**src/rtl/pipeline_hazard_ctrl_pkg.sv**
```systemverilog
// pipeline_hazard_ctrl_pkg: shared types and defaults for the RVS192 hazard controller
package pipeline_hazard_ctrl_pkg;
  typedef enum logic [1:0] {
    RUN        = 2'd0,
    FW_BUBBLE  = 2'd1,
    MEM_WAIT   = 2'd2,
    FETCH_WAIT = 2'd3
  } hz_state_t;
  typedef struct packed {
    logic en;
    logic flush;
  } stage_ctrl_t;
  localparam int HZ_MAX_STALL_CYC = 200;
endpackage

```
**src/rtl/pipeline_hazard_ctrl_watchdog.sv**
```systemverilog
// pipeline_hazard_ctrl_watchdog: consecutive-stall counter with sticky timeout flag
module pipeline_hazard_ctrl_watchdog #(
  parameter int STALL_CNT_W   = 8,
  parameter int MAX_STALL_CYC = 200
) (
  input  logic clk,
  input  logic rst,
  input  logic stall,
  output logic stall_timeout
);
  logic [STALL_CNT_W-1:0] cnt;
  // count consecutive stalled cycles (saturating) and latch the timeout once reached
  always_ff @(posedge clk or posedge rst) begin
    if (rst) begin
      cnt           <= '0;
      stall_timeout <= 1'b0;
    end else begin
      cnt           <= !stall ? '0 : (&cnt ? cnt : cnt + 1'b1);
      stall_timeout <= stall_timeout | (stall && cnt == STALL_CNT_W'(MAX_STALL_CYC - 1));
    end
  end
endmodule

```
**src/rtl/pipeline_hazard_ctrl.sv**
```systemverilog
// pipeline_hazard_ctrl: RVS192 stall/flush controller; HZ_PERF_CNT_EN adds performance counters
module pipeline_hazard_ctrl
  import pipeline_hazard_ctrl_pkg::*;
#(
`ifdef HZ_PERF_CNT_EN
  parameter int PERF_CNT_W    = 32,
`endif
  parameter int STALL_CNT_W   = 8,
  parameter int MAX_STALL_CYC = HZ_MAX_STALL_CYC
) (
  input  logic       clk,
  input  logic       rst,
  input  logic       fw_halt,
  input  logic       br_mispredict,
  input  logic       icache_stall,
  input  logic       dcache_stall,
  output logic       pc_en,
  output logic       if_id_en,
  output logic       id_ex_en,
  output logic       ex_mem_en,
  output logic       mem_wb_en,
  output logic       if_id_flush,
  output logic       id_ex_flush,
  output logic       ex_mem_flush,
  output logic       stall_timeout,
`ifdef HZ_PERF_CNT_EN
  output logic [PERF_CNT_W-1:0] perf_fw_bubbles,
  output logic [PERF_CNT_W-1:0] perf_flushes,
  output logic [PERF_CNT_W-1:0] perf_mem_stall,
`endif
  output logic [1:0] hz_state
);
  hz_state_t   state, nxt;
  stage_ctrl_t if_id, id_ex, ex_mem;
  logic        pc, mem_wb, fw_take, br_take;
  // a halt right after its own bubble is the same hazard, so it is masked in FW_BUBBLE
  assign fw_take = !dcache_stall && fw_halt && state != FW_BUBBLE;
  assign br_take = !dcache_stall && !fw_take && br_mispredict;
  // prioritised per-cycle control: dcache > fw_halt > mispredict > icache > normal; reset forces bubbles
  always_comb begin
    nxt    = RUN;
    pc     = 1'b1;
    mem_wb = 1'b1;
    if_id  = '{en: 1'b1, flush: 1'b0};
    id_ex  = '{en: 1'b1, flush: 1'b0};
    ex_mem = '{en: 1'b1, flush: 1'b0};
    if (dcache_stall) begin
      nxt       = MEM_WAIT;
      pc        = 1'b0;
      mem_wb    = 1'b0;
      if_id.en  = 1'b0;
      id_ex.en  = 1'b0;
      ex_mem.en = 1'b0;
    end else if (fw_take) begin
      nxt          = FW_BUBBLE;
      pc           = 1'b0;
      if_id.en     = 1'b0;
      id_ex.en     = 1'b0;
      ex_mem.flush = 1'b1;
    end else if (br_mispredict) begin
      if_id.flush = 1'b1;
      id_ex.flush = 1'b1;
    end else if (icache_stall) begin
      nxt         = FETCH_WAIT;
      pc          = 1'b0;
      if_id.en    = 1'b0;
      id_ex.flush = 1'b1;
    end
    if (rst) begin
      pc     = 1'b0;
      mem_wb = 1'b0;
      if_id  = '{en: 1'b0, flush: 1'b1};
      id_ex  = '{en: 1'b0, flush: 1'b1};
      ex_mem = '{en: 1'b0, flush: 1'b1};
    end
  end
  // state register
  always_ff @(posedge clk or posedge rst) begin
    if (rst) state <= RUN;
    else     state <= nxt;
  end
  assign pc_en        = pc;
  assign if_id_en     = if_id.en;
  assign id_ex_en     = id_ex.en;
  assign ex_mem_en    = ex_mem.en;
  assign mem_wb_en    = mem_wb;
  assign if_id_flush  = if_id.flush;
  assign id_ex_flush  = id_ex.flush;
  assign ex_mem_flush = ex_mem.flush;
  assign hz_state     = state;
  pipeline_hazard_ctrl_watchdog #(
    .STALL_CNT_W  (STALL_CNT_W),
    .MAX_STALL_CYC(MAX_STALL_CYC)
  ) u_wdog (
    .clk          (clk),
    .rst          (rst),
    .stall        (dcache_stall | icache_stall),
    .stall_timeout(stall_timeout)
  );
`ifdef HZ_PERF_CNT_EN
  // wrap-around event counters: bubbles inserted, mispredicts accepted, D-cache stall cycles
  always_ff @(posedge clk or posedge rst) begin
    if (rst) begin
      perf_fw_bubbles <= '0;
      perf_flushes    <= '0;
      perf_mem_stall  <= '0;
    end else begin
      perf_fw_bubbles <= perf_fw_bubbles + PERF_CNT_W'(fw_take);
      perf_flushes    <= perf_flushes + PERF_CNT_W'(br_take);
      perf_mem_stall  <= perf_mem_stall + PERF_CNT_W'(dcache_stall);
    end
  end
`endif
endmodule

```
**config.mk**
```make
export PLATFORM = sky130hd
export DESIGN_NAME = pipeline_hazard_ctrl
export DESIGN_NICKNAME = d
export VERILOG_FILES = /design/src/rtl/pipeline_hazard_ctrl_pkg.sv /design/src/rtl/pipeline_hazard_ctrl_watchdog.sv /design/src/rtl/pipeline_hazard_ctrl.sv
export SDC_FILE = /design/constraint.sdc
export NUM_CORES = 1
export LEC_CHECK = 0
export BUFFER_PORTS_ARGS = -buffer_cell sky130_fd_sc_hd__buf_2
export CAP_MARGIN = 20
export CORE_MARGIN = 2
export CORE_UTILIZATION = 30
export DETAILED_ROUTE_END_ITERATION = 8
export SLEW_MARGIN = 15
export SYNTH_ARGS = -nofsm -noshare
export SYNTH_HDL_FRONTEND = slang
export SYNTH_HIERARCHICAL = 1
export SYNTH_SLANG_ARGS = --single-unit
```
**constraint.sdc**
```tcl
create_clock -name clk -period 1.36 [get_ports clk]
set_clock_uncertainty 0.15 [all_clocks]
set_input_delay 0.272 -clock clk [delete_from_list [all_inputs] [get_ports clk]]
set_output_delay 0.272 -clock clk [all_outputs]
set_load 0.05 [all_outputs]
```
==> Word level (Yosys, flattened, before mapping) <==
Index checks and enable logic that the tools add are counted.
{ "op_classes": {"reduce_logical": 5, "bitwise": 2, "add_sub_neg": 1, "eq_ne": 3, "n_mux": 27} }
{ "op_table": {"columns": ["op", "count"], "rows": [
  ["two-way mux 1 bit", 18],
  ["two-way mux 8 bit", 2],
  ["two-way mux 2 bit", 7],
  ["adder 8 x 1 -> 8 bit, second input constant", 1],
  ["== test 8 bit, second input constant", 1],
  ["AND reduction 8 bit", 1],
  ["logical AND 1 bit", 3],
  ["!= test 2 x 1 -> 1 bit, second input constant", 1],
  ["!= test 2 bit, second input constant", 1],
  ["bitwise OR 1 bit", 2],
  ["zero test 1 bit", 1]
]} }
{ "word_totals": {"elab_cells": 41, "in_bits": 6, "output_inout_bits": 11, "regBits": 11} }

==> Depth between registers and ports, before layout <==
Gate-level depths: netlist (run 1).
{ "logic_depth": {"ltp_word": 6, "depth_mapped": 5, "depth_no_buf": 4} }

==> Cells and area by module <==
Netlist (run 1), hierarchy kept.
{ "modules_own_cells": {"columns": ["mod", "area_each_um2", "cells_per_inst", "n_inst", "seq_area_each_um2"], "rows": [
  ["pipeline_hazard_ctrl_watchdog", 493.0, 50, 1, 225.2],
  ["pipeline_hazard_ctrl", 156.4, 20, 1, 50.0]
]} }

==> Worst setup path before layout (run 1) <==
Ideal clock, no wire load.
{ "synth_path": {"path_kind": "flip-flop to output port", "start": "register state[0] (netlist: hz_state[0])", "end": "output id_ex_en", "arrival_ps": 1987, "stages_incl_launch_ff": 4, "slack_ps": -1049, "path_buffers": 0, "t_required_ps": 938, "path_cell_list": "dfrtp_1 > inv_1 > o21a_1 > nor3_1"} }
{ "synth_between": {"elab_chain_cells": 5} }
{ "synth_rtl": {"columns": ["item", "line_no", "text"], "rows": [
  ["start: declaration", "pipeline_hazard_ctrl.sv:33", "hz_state_t state, nxt;"],
  ["start signal: assignment", "pipeline_hazard_ctrl.sv:80", "else state <= nxt;"],
  ["!= test 2 x 1 -> 1 bit", "pipeline_hazard_ctrl.sv:37", "assign fw_take = !dcache_stall && fw_halt && state != FW_BUBBLE;"],
  ["logical AND 1 bit", "pipeline_hazard_ctrl.sv:37", null],
  ["two-way mux 1 bit", "pipeline_hazard_ctrl.sv:54", "end else if (fw_take) begin"],
  ["two-way mux 1 bit", "pipeline_hazard_ctrl.sv:47", "if (dcache_stall) begin"],
  ["two-way mux 2 bit", "pipeline_hazard_ctrl.sv:69", "if (rst) begin"],
  ["end: declaration", "pipeline_hazard_ctrl.sv:19", "output logic id_ex_en,"]
]} }
Every way passes these cells.

==> Worst setup path after layout (run 1) <==
{ "layout_path": {"start": "register state[0] (netlist: hz_state[0])", "end": "output id_ex_flush"} }
{ "layout_between": {"elab_chain_cells": 5} }
{ "layout_rtl": {"columns": ["item", "line_no", "text"], "rows": [
  ["!= test 2 x 1 -> 1 bit", "pipeline_hazard_ctrl.sv:37", null],
  ["logical AND 1 bit", "pipeline_hazard_ctrl.sv:37", null],
  ["two-way mux 1 bit", "pipeline_hazard_ctrl.sv:54", null],
  ["two-way mux 1 bit", "pipeline_hazard_ctrl.sv:47", null],
  ["two-way mux 2 bit", "pipeline_hazard_ctrl.sv:69", null],
  ["end: declaration", "pipeline_hazard_ctrl.sv:23", "output logic id_ex_flush,"]
]} }
Every way passes these cells.

==> out/results.ini, run 1 <==
[critical_path]
reg2reg_depth = 2
crit_path_end_kind = output port
slowest_stage = dfrtp_2
cp_top_family = compound AO/OA/AOI/OAI gates
critPathLaunchType = register
cp_max_fo = 3
cp.buffers_inverters = 2
required_ns = 0.94
rr_endpoint = u_wdog/stall_timeout
critical-path-max-stage-delay_ns = 0.38
worst-setup-path-type = register to output port
r2r_slack_ns = 0.06
worstPathCellList = inv_2 -> o21a_4 -> o31ai_4 -> buf_6
reg2reg_from = u_wdog/cnt[4]
cp.arrival_ns = 1.32

[global_routing]
grtUsageMet1_pct = 19.5
first_global_vias = 636
overflow = 0
grt.busiest_layer = met2
antenna_found_initial = 0
grt_usage_pct = 15.2
gr-usage-met3_pct = 2.68
grt_max_degree = 10
met2_usage_pct = 22.8
grt_pass1_wl_um = 2840

[placed_design]
port_buffers = 16
dp_slack_ns = -0.241
hpwlAfterDp_um = 1150
place_congestion = 0.796

[synth]
ys_top_cells_by_area = dfrtp_1 42%, a31oi_1 4.8%, o21ai_0 4.6%
yosysWarnings = 6
synthCells = 70
yosysTopAreaCell = dfrtp_1
yosysUniqueCellTypes = 29
synthArstFlopShare_pct = 100
syn_nets = 78
synth_seq_cells = 11
synth_top_area_share_pct = 42.4
synth_most_common_cell = dfrtp_1
synth_seq_area_share_pct = 42.4
synth-edff-count = 0
synthFlopType = dfrtp_1
syn-cell-area_um2 = 649
synth_common_cells = 11 x dfrtp_1, 6 x o21ai_0, 5 x a31oi_1, 5 x inv_1
synth.avg_cell_area_um2 = 9.28

[finish]
drive_gt1_share_pct = 53.1
fillers = 194
post-route-util_pct = 50.2
multiInputGateArea_um2 = 399
area_growth_pct = 54.7
diodes = 0
seqCellArea_um2 = 280
nets = 107

[run]
max-cap-violations = 0

[sta]
report.final.hold_viol_count = 0
relSlewSlack_pct = 72.1
final.period_utilization_pct = 128
fin_crit_ns = 1.75
rsz0062_at_grt = yes
finalSetupViolations = 7
tightest_slew_ns = 0.417
finalMaxSlewViolations = 0
setup_ws_ns = -0.387
holdWs_ns = 0.167
fmax_mhz = 572

[drt]
post_drt_wl_per_cell_um = 13.1
drt-initial-drc-count = 7
final_antenna_net_count = 0
via_per_inst = 5.14
num_vias = 642
drtPass1Iterations = 4
drc = 0
routed_wl_um = 1640

[pwr]
vdd_drop_max_uv = 484
p_total_mw = 1.04
power_density_nw_per_um2 = 1030
p_leak_nw = 0.440

[floorplan]
coreArea_um2 = 2000
initial_core_util_pct = 32.4
die_width_um = 50.5
fp.dieH_um = 50.5
die-area_um2 = 2550
rows = 16
io-pin-count = 17

[clock_network]
root_buffer = clkbuf_4
htree_levels = 1
clk_pin_slew_ns = 0.07
numCtsBuffers = 3
cts_buffer_depth = 2
cts_sinks = 11
tritoncts = built
clk_latency_ns = 0.27

[hold_path]
hold_path.class = primary input to register
min_to = hz_state[0]
min_path_cells = 3
hold_start = fw_halt

[run_status]
status = finished, violations left
violations = negative setup slack

## power by group
| part | leakage [nW] | total, mW | internal [mW] | switching [mW] |
|---|---|---|---|---|
| registers | 0.136 | 0.425 | 0.378 | 0.0472 |
| clock network | 0.0150 | 0.229 | 0.114 | 0.115 |
| logic | 0.289 | 0.384 | 0.172 | 0.211 |
## per-stage QoR
stage,TNS [ns],std cells,area [µm²]
final,-2.09,125,1000
after global placement,-0.995,118,857
after global routing,-2.40,125,1000
after CTS,-2.04,125,966
after detailed placement,-1.04,118,857
after floorplan,-1.59,70,716
## cells by family (layout without fill, tap and decap cells)
group | count (synthesis) | after routing | synth area share (%)
adders and majority gates | 2 | 2 | 3.85
AOI/OAI and AO/OA | 23 | 23 | 23.9
DFF | 11 | 11 | 42.4
buffers and inverters | 11 | 39 | 10.2
and+or+nand+nor | 23 | 23 | 19.7
## cell type report
| class | count | area share (%) |
|---|---|---|
| clock buffers | 4 | 2.62 |
| inverters | 5 | 1.87 |
| multi-input cells | 48 | 39.7 |
| flip-flops and latches | 11 | 27.9 |
| well taps | 27 | 3.36 |
| repair buffers | 30 | 24.5 |
## sequential cells by signal, indices dropped and copies added, names as in the netlist
signal                flops
hz_state                  2
u_wdog/stall_timeout      1
u_wdog/cnt                8
## routing by layer
layer	up-vias	part of all wire, %
li1	315	-
met1	316	44
met2	7	52
met3	4	1.2
met4	0	3.2
met5	-	0
## layout by cell type, fill, tap and decap left out, drive strengths merged
| master | netlist | routed |
|---|---|---|
| a21oi | 2 | 2 |
| and3 | 4 | 4 |
| dfrtp | 11 | 11 |
| o31ai | 1 | 1 |
| ha | 2 | 2 |
| dlygate4sd3 | 0 | 2 |
| nor2 | 2 | 2 |
| o21a | 1 | 1 |
| nand3 | 4 | 4 |
| a21boi | 1 | 1 |
| a211oi | 1 | 1 |
| and4 | 1 | 1 |
| a311oi | 1 | 1 |
| or2 | 1 | 1 |
| clkbuf | 2 | 7 |
| buf | 4 | 25 |
| a31oi | 5 | 5 |
| o21bai | 1 | 1 |
| nor3 | 4 | 4 |
| or4 | 1 | 1 |
| o21ai | 7 | 7 |
| nand4 | 2 | 2 |
| a31o | 2 | 2 |
| nand2 | 3 | 3 |
| nand2b | 1 | 1 |
| inv | 5 | 5 |
| o211a | 1 | 1 |
## tightest hold or removal path, cell delays in order
cell and delay (ns):
buf_2 0.12, o21ai_4 0.08, a21oi_1 0.07
## repair_timing
| action | CTS | global route |
|---|---|---|
| hold endpoints to repair | 11 | 0 |
| resized for setup | 17 | 15 |
| hold buffers | 2 | 0 |
| pin swaps | 3 | 5 |
| buffers inserted | 1 | 0 |
| setup endpoints to repair | 11 | 19 |
## worst max path at each step
stage,startpoint,slack (ns),endpoint,depth (start not counted)
final,hz_state[0],-0.39,id_ex_flush,4
after global routing,hz_state[0],-0.43,id_ex_flush,4
after CTS,hz_state[1],-0.40,id_ex_flush,3
after detailed placement,hz_state[1],-0.24,id_ex_flush,3
after global placement,hz_state[1],-0.21,id_ex_flush,3
after floorplan,hz_state[0],-0.41,id_ex_flush,3
Note: power is estimated with default switching activity, not from simulation.
==> inputs of run 2 (changes only) <==
--- a/config.mk
+++ b/config.mk
@@ -10,6 +10,7 @@
 export CORE_MARGIN = 2
 export CORE_UTILIZATION = 30
 export DETAILED_ROUTE_END_ITERATION = 8
+export PLACE_DENSITY = 0.63
 export SLEW_MARGIN = 15
 export SYNTH_ARGS = -nofsm -noshare
 export SYNTH_HDL_FRONTEND = slang
==> run 2 against run 1 <==
Net effect: the flow still finishes with violations (negative setup slack); register-to-register slack worse by 0.02 ns; die area stayed put; first-iteration DRC count is 130% higher.
==> out/results.ini, run 2 (synthesis gave the netlist of run 1 again) <==
[hold_path]
hold_start = fw_halt
hold_path.class = primary input to register
min_to = hz_state[0]
min_path_cells = 3  ; unchanged

[drt]
drt-initial-drc-count = 16  ; +9
num_vias = 655  ; +2.0%
via_per_inst = 5.20  ; +1.2%
post_drt_wl_per_cell_um = 13.8  ; +5.0%
drc = 0  ; unchanged
drtPass1Iterations = 5  ; +1
routed_wl_um = 1730  ; +5.8%
final_antenna_net_count = 0  ; unchanged

[pwr]
vdd_drop_max_uv = 720  ; +49%
p_leak_nw = 0.449  ; +2.1%
power_density_nw_per_um2 = 1050  ; +1.6%

[global_routing]
grt_pass1_wl_um = 2820  ; -0.70%
first_global_vias = 679  ; +6.8%
overflow = 0  ; unchanged
grt_max_degree = 10  ; unchanged
antenna_found_initial = 0  ; unchanged
grt_usage_pct = 14.8  ; -0.36 points

[critical_path]
slowest_stage = dfrtp_2
reg2reg_from = u_wdog/cnt[0]
required_ns = 0.94  ; about the same
rr_endpoint = u_wdog/cnt[7]
crit_path_end_kind = output port
critPathLaunchType = register
r2r_slack_ns = 0.04  ; -0.02 ns
cp.arrival_ns = 1.31  ; about the same
cp.buffers_inverters = 1  ; -1
reg2reg_depth = 3  ; +1
worstPathCellList = o21a_4 -> o31ai_4 -> buf_6
cp_top_family = flip-flops
cp_max_fo = 3  ; unchanged
worst-setup-path-type = register to output port
critical-path-max-stage-delay_ns = 0.44  ; +0.06 ns

[run_status]
violations = negative setup slack
status = finished, violations left

[sta]
setup_ws_ns = -0.368  ; +0.0188 ns
fin_crit_ns = 1.73  ; -0.0188 ns
finalSetupViolations = 7  ; unchanged
relSlewSlack_pct = 71.2  ; -0.90 points
tightest_slew_ns = 0.430  ; +0.0135 ns
final.period_utilization_pct = 127  ; -1.4 points
rsz0062_at_grt = yes
report.final.hold_viol_count = 0  ; unchanged
holdWs_ns = 0.179  ; +0.0117 ns
finalMaxSlewViolations = 0  ; unchanged
fmax_mhz = 579  ; +1.1%

[clock_network]
tritoncts = built
cts_sinks = 11  ; unchanged
htree_levels = 1  ; unchanged
cts_buffer_depth = 2  ; unchanged
numCtsBuffers = 3  ; unchanged
clk_pin_slew_ns = 0.07  ; about the same
clk_latency_ns = 0.26  ; about the same
root_buffer = clkbuf_4

[floorplan]
rows = 16  ; unchanged
fp.dieH_um = 50.5  ; unchanged
die-area_um2 = 2550  ; unchanged
coreArea_um2 = 2000  ; unchanged
die_width_um = 50.5  ; unchanged
initial_core_util_pct = 32.4  ; unchanged
io-pin-count = 17  ; unchanged

[finish]
layout_commonest_cell = buf_4
nets = 108  ; +0.93%
diodes = 0  ; unchanged
fin_area_um2 = 1010  ; +0.12%
fin_cells = 126  ; +0.80%
top_register = u_wdog/cnt
largest_reg_flops = 8  ; unchanged
final_cell_mix = 13 x buf_4, 9 x dfrtp_1, 8 x buf_2
drive_gt1_share_pct = 52.5  ; -0.54 points
fillers = 191  ; -1.5%
post-route-util_pct = 50.2  ; +0.062 points
area_growth_pct = 54.9

[placed_design]
dp_cells = 119  ; +0.85%
hpwlAfterDp_um = 1250  ; +8.2%
port_buffers = 16  ; unchanged
dp_slack_ns = -0.239  ; +0.00162 ns
place_congestion = 0.849  ; +6.7%
placed_area_um2 = 865  ; +0.88%

[run]
max-cap-violations = 0  ; unchanged

-- run 2: where the power goes --
group | switching (mW) | internal (mW)
sequential | 0.0433 | 0.375
clock | 0.107 | 0.114
combinational | 0.233 | 0.184
total | 0.383 | 0.672
-- run 2: worst max-delay path by stage --
| stage | slack (ns) | cells after the start | start | to |
|---|---|---|---|---|
| 2_1_floorplan | -0.41 | 3 | hz_state[0] | id_ex_flush |
| 3_3_place_gp | -0.21 | 3 | hz_state[1] | id_ex_flush |
| 3_5_place_dp | -0.24 | 3 | hz_state[1] | id_ex_flush |
| 4_1_cts | -0.38 | 3 | hz_state[1] | id_ex_flush |
| 5_1_grt | -0.40 | 3 | hz_state[1] | id_ex_flush |
| 6_report | -0.37 | 3 | hz_state[1] | id_ex_flush |
-- run 2: cell type report --
type	count	area, µm²	area share, %
Timing Repair Buffer	31	251	25.0
Clock buffer	4	26.3	2.61
Inverter	5	18.8	1.87
Sequential cell	11	278	27.6
Multi-Input combinational cell	48	398	39.6
Tap cell	27	33.8	3.36
-- run 2: metal layers --
metal  track usage [%]  wire length, µm
met2              28.5              918
met1              15.4              696
met5                 0                0
met4              3.60                9
met3              4.46              110
-- run 2: worst reg2reg max path, delay by kind of cell, from the launching register on --
family             cells  cell delay [ns]
and+or+nand+nor        1             0.27
DFF                    1             0.41
AOI/OAI and AO/OA      2             0.37
-- run 2: per-stage QoR --
step / setup TNS (ns) / total power [mW]
floorplan: -1.59 / 0.665
global placement: -0.889 / 0.747
detailed placement: -0.992 / 0.759
CTS: -1.97 / 1.03
global route: -2.21 / 1.13
finish: -1.90 / 1.06
-- run 2: repair_timing --
item / 4_1_cts / 5_1_grt
pin swaps: 3 / 5
endpoints found under the setup margin: 11 / 16
hold buffers: 2 / 0
setup buffers: 1 / 0
endpoints found under the hold margin: 11 / 0
resized for setup: 16 / 13
==> inputs of run 3 (changes only) <==
--- a/config.mk
+++ b/config.mk
@@ -7,10 +7,12 @@
 export LEC_CHECK = 0
 export BUFFER_PORTS_ARGS = -buffer_cell sky130_fd_sc_hd__buf_2
 export CAP_MARGIN = 20
+export CELL_PAD_IN_SITES_DETAIL_PLACEMENT = 0
+export CELL_PAD_IN_SITES_GLOBAL_PLACEMENT = 1
 export CORE_MARGIN = 2
 export CORE_UTILIZATION = 30
 export DETAILED_ROUTE_END_ITERATION = 8
-export PLACE_DENSITY = 0.63
+export PLACE_DENSITY = 0.74
 export SLEW_MARGIN = 15
 export SYNTH_ARGS = -nofsm -noshare
 export SYNTH_HDL_FRONTEND = slang
==> constraint.sdc (replaced) <==
create_clock -name clk -period 1.7 [get_ports clk]
set_clock_uncertainty 0.15 [all_clocks]
set_input_delay 0.34 -clock clk [delete_from_list [all_inputs] [get_ports clk]]
set_output_delay 0.34 -clock clk [all_outputs]
set_load 0.05 [all_outputs]
==> run 3 against run 2 <==
Net effect: the run still ends with negative setup slack left; non-clock buffer count down 11; clock-buffer cell count stayed put; global-route usage is 0.93 points lower; final cell count is 8.7% lower; combinational power down 46%; worst hold slack gained 0.070 ns; sequential share of layout area grew 3.7 points; via count down 7.0%; sequential power down 15%; die area unchanged.
==> out/results.ini, run 3 (synthesis gave the netlist of run 1 again) <==
[run_status]
status = finished, violations left
violations = negative setup slack

[global_routing]
grt_max_degree = 10  ; unchanged
grt_usage_pct = 13.9  ; -0.93 points
first_global_vias = 592  ; -13%
overflow = 0  ; unchanged
antenna_found_initial = 0  ; unchanged
grt_pass1_wl_um = 2640  ; -6.4%

[sta]
tightest_slew_ns = 0.365  ; -0.0647 ns
fin_crit_ns = 1.80
fin_tns_setup_ns = -0.220  ; +1.68 ns
relSlewSlack_pct = 75.6  ; +4.4 points
report.final.hold_viol_count = 0  ; unchanged
fmax_mhz = 554
final.period_utilization_pct = 106
setup_ws_ns = -0.104  ; +0.264 ns
finalSetupViolations = 3  ; -4
rsz0062_at_grt = yes
finalMaxSlewViolations = 0  ; unchanged

[hold_path]
min_path_cells = 3  ; unchanged
hold_path.class = primary input to register

[placed_design]
dp_cells = 109  ; -8.4%
hpwlAfterDp_um = 1020  ; -19%
port_buffers = 16  ; unchanged
place_congestion = 0.785  ; -7.6%

[critical_path]
cp_max_fo = 3  ; unchanged
cp.arrival_ns = 1.31  ; about the same
required_ns = 1.21  ; +0.27 ns
worst-setup-path-type = register to output port
worstPathCellList = o21a_4 -> o31ai_4 -> buf_6
critical-path-max-stage-delay_ns = 0.43  ; about the same
reg2reg_depth = 4  ; +1
crit_path_end_kind = output port
slowest_stage = dfrtp_2
critPathLaunchType = register

[drt]
drt-initial-drc-count = 25  ; +9
drtPass1Iterations = 4  ; -1
via_per_inst = 5.30  ; +1.9%
routed_wl_um = 1580  ; -8.8%
drc = 0  ; unchanged
post_drt_wl_per_cell_um = 13.7  ; about the same
num_vias = 609  ; -7.0%
final_antenna_net_count = 0  ; unchanged

[pwr]
p_leak_nw = 0.394  ; -12%
p_total_mw = 0.757  ; -28%
power_density_nw_per_um2 = 852  ; -19%
vdd_drop_max_uv = 480  ; -33%

[finish]
final_cell_mix = 10 x buf_2, 9 x dfrtp_1, 5 x o21ai_0, 5 x a31oi_1
area_growth_pct = 36.8
top_register = u_wdog/cnt
fin_cells = 115  ; -8.7%
layout_commonest_cell = buf_2
diodes = 0  ; unchanged
post-route-util_pct = 44.4  ; -5.9 points
nets = 97  ; -10%
largest_reg_flops = 8  ; unchanged
drive_gt1_share_pct = 40.9  ; -12 points
fillers = 213  ; +12%

[floorplan]
initial_core_util_pct = 32.4  ; unchanged
rows = 16  ; unchanged
die_width_um = 50.5  ; unchanged
coreArea_um2 = 2000  ; unchanged
fp.dieH_um = 50.5  ; unchanged
die-area_um2 = 2550  ; unchanged
io-pin-count = 17  ; unchanged

[clock_network]
root_buffer = clkbuf_4
clk_pin_slew_ns = 0.06  ; about the same
numCtsBuffers = 3  ; unchanged
htree_levels = 1  ; unchanged
postCtsSetupBuffers = 0  ; -1
tritoncts = built
cts_buffer_depth = 2  ; unchanged
cts_sinks = 11  ; unchanged
clk_latency_ns = 0.26  ; about the same

[run]
max-cap-violations = 0  ; unchanged

==> run 3: cell types whose count changed in the layout (fill, tap and decap cells not counted), moves of 2 or more <==
cell,change
clkbuf_4,-2
and3_1,+2
buf_2,+2
o21ai_0,+2
o21ai_1,-2
buf_4,-11
==> run 3: stage by stage <==
| step | area [µm²] | setup WS [ns] | hold slack, ns |
|---|---|---|---|
| global placement | 781 | 0.0596 | 0.172 |
| finish | 888 | -0.104 | 0.248 |
| global route | 888 | -0.156 | 0.233 |
| floorplan | 707 | -0.138 | -0.0229 |
| detailed placement | 781 | 0.0549 | 0.171 |
| CTS | 872 | -0.0845 | 0.230 |
==> run 3: repair_timing <==
action / in CTS / in global routing
hold buffers: 2 / 0
endpoints found under the hold margin: 11 / 0
gates resized for setup: 13 / 3
gates cloned: 0 / 0
pin swaps: 3 / 0
setup endpoints to repair: 6 / 6
==> run 3: path summary, 6_finish.rpt <==
path                                      startpoint                    to  slack, ns
worst max-delay path                     hz_state[1]           id_ex_flush      -0.10
worst min-delay path                         fw_halt           hz_state[0]       0.25
worst max register to register         u_wdog/cnt[0]         u_wdog/cnt[0]       0.26
worst min register to register  u_wdog/stall_timeout  u_wdog/stall_timeout       0.32
max in group asynchronous                        rst         u_wdog/cnt[3]       0.59
min in group asynchronous                        rst           hz_state[1]       0.51
==> run 3: cell type report <==
cell class	count	area, µm²	area share, %
tap	27	33.8	3.80
sequential	11	278	31.3
timing repair buffer	20	160	18.0
inverter	5	18.8	2.11
clock buffer	4	26.3	2.96
multi-input combinational	48	372	41.8
==> run 3: worst max-delay path, delay by kind of cell (launching register included) <==
kind	cells	cell delay, ns
compound gates	2	0.43
flops	1	0.43
buf+inv	1	0.20
==> run 3: where the power goes <==
| part | switching (mW) | internal (mW) | leakage [nW] |
|---|---|---|---|
| registers | 0.0550 | 0.300 | 0.139 |
| logic | 0.139 | 0.0878 | 0.240 |
| clock network | 0.0843 | 0.0907 | 0.0150 |
==> run 3: routing by layer <==
metal,up-vias,global-route usage [%],share of wire [%]
met1,285,17.3,42
met4,0,2.70,0
met3,0,4.46,7.2
met5,-,0,0
li1,295,-,-
met2,29,23.5,50
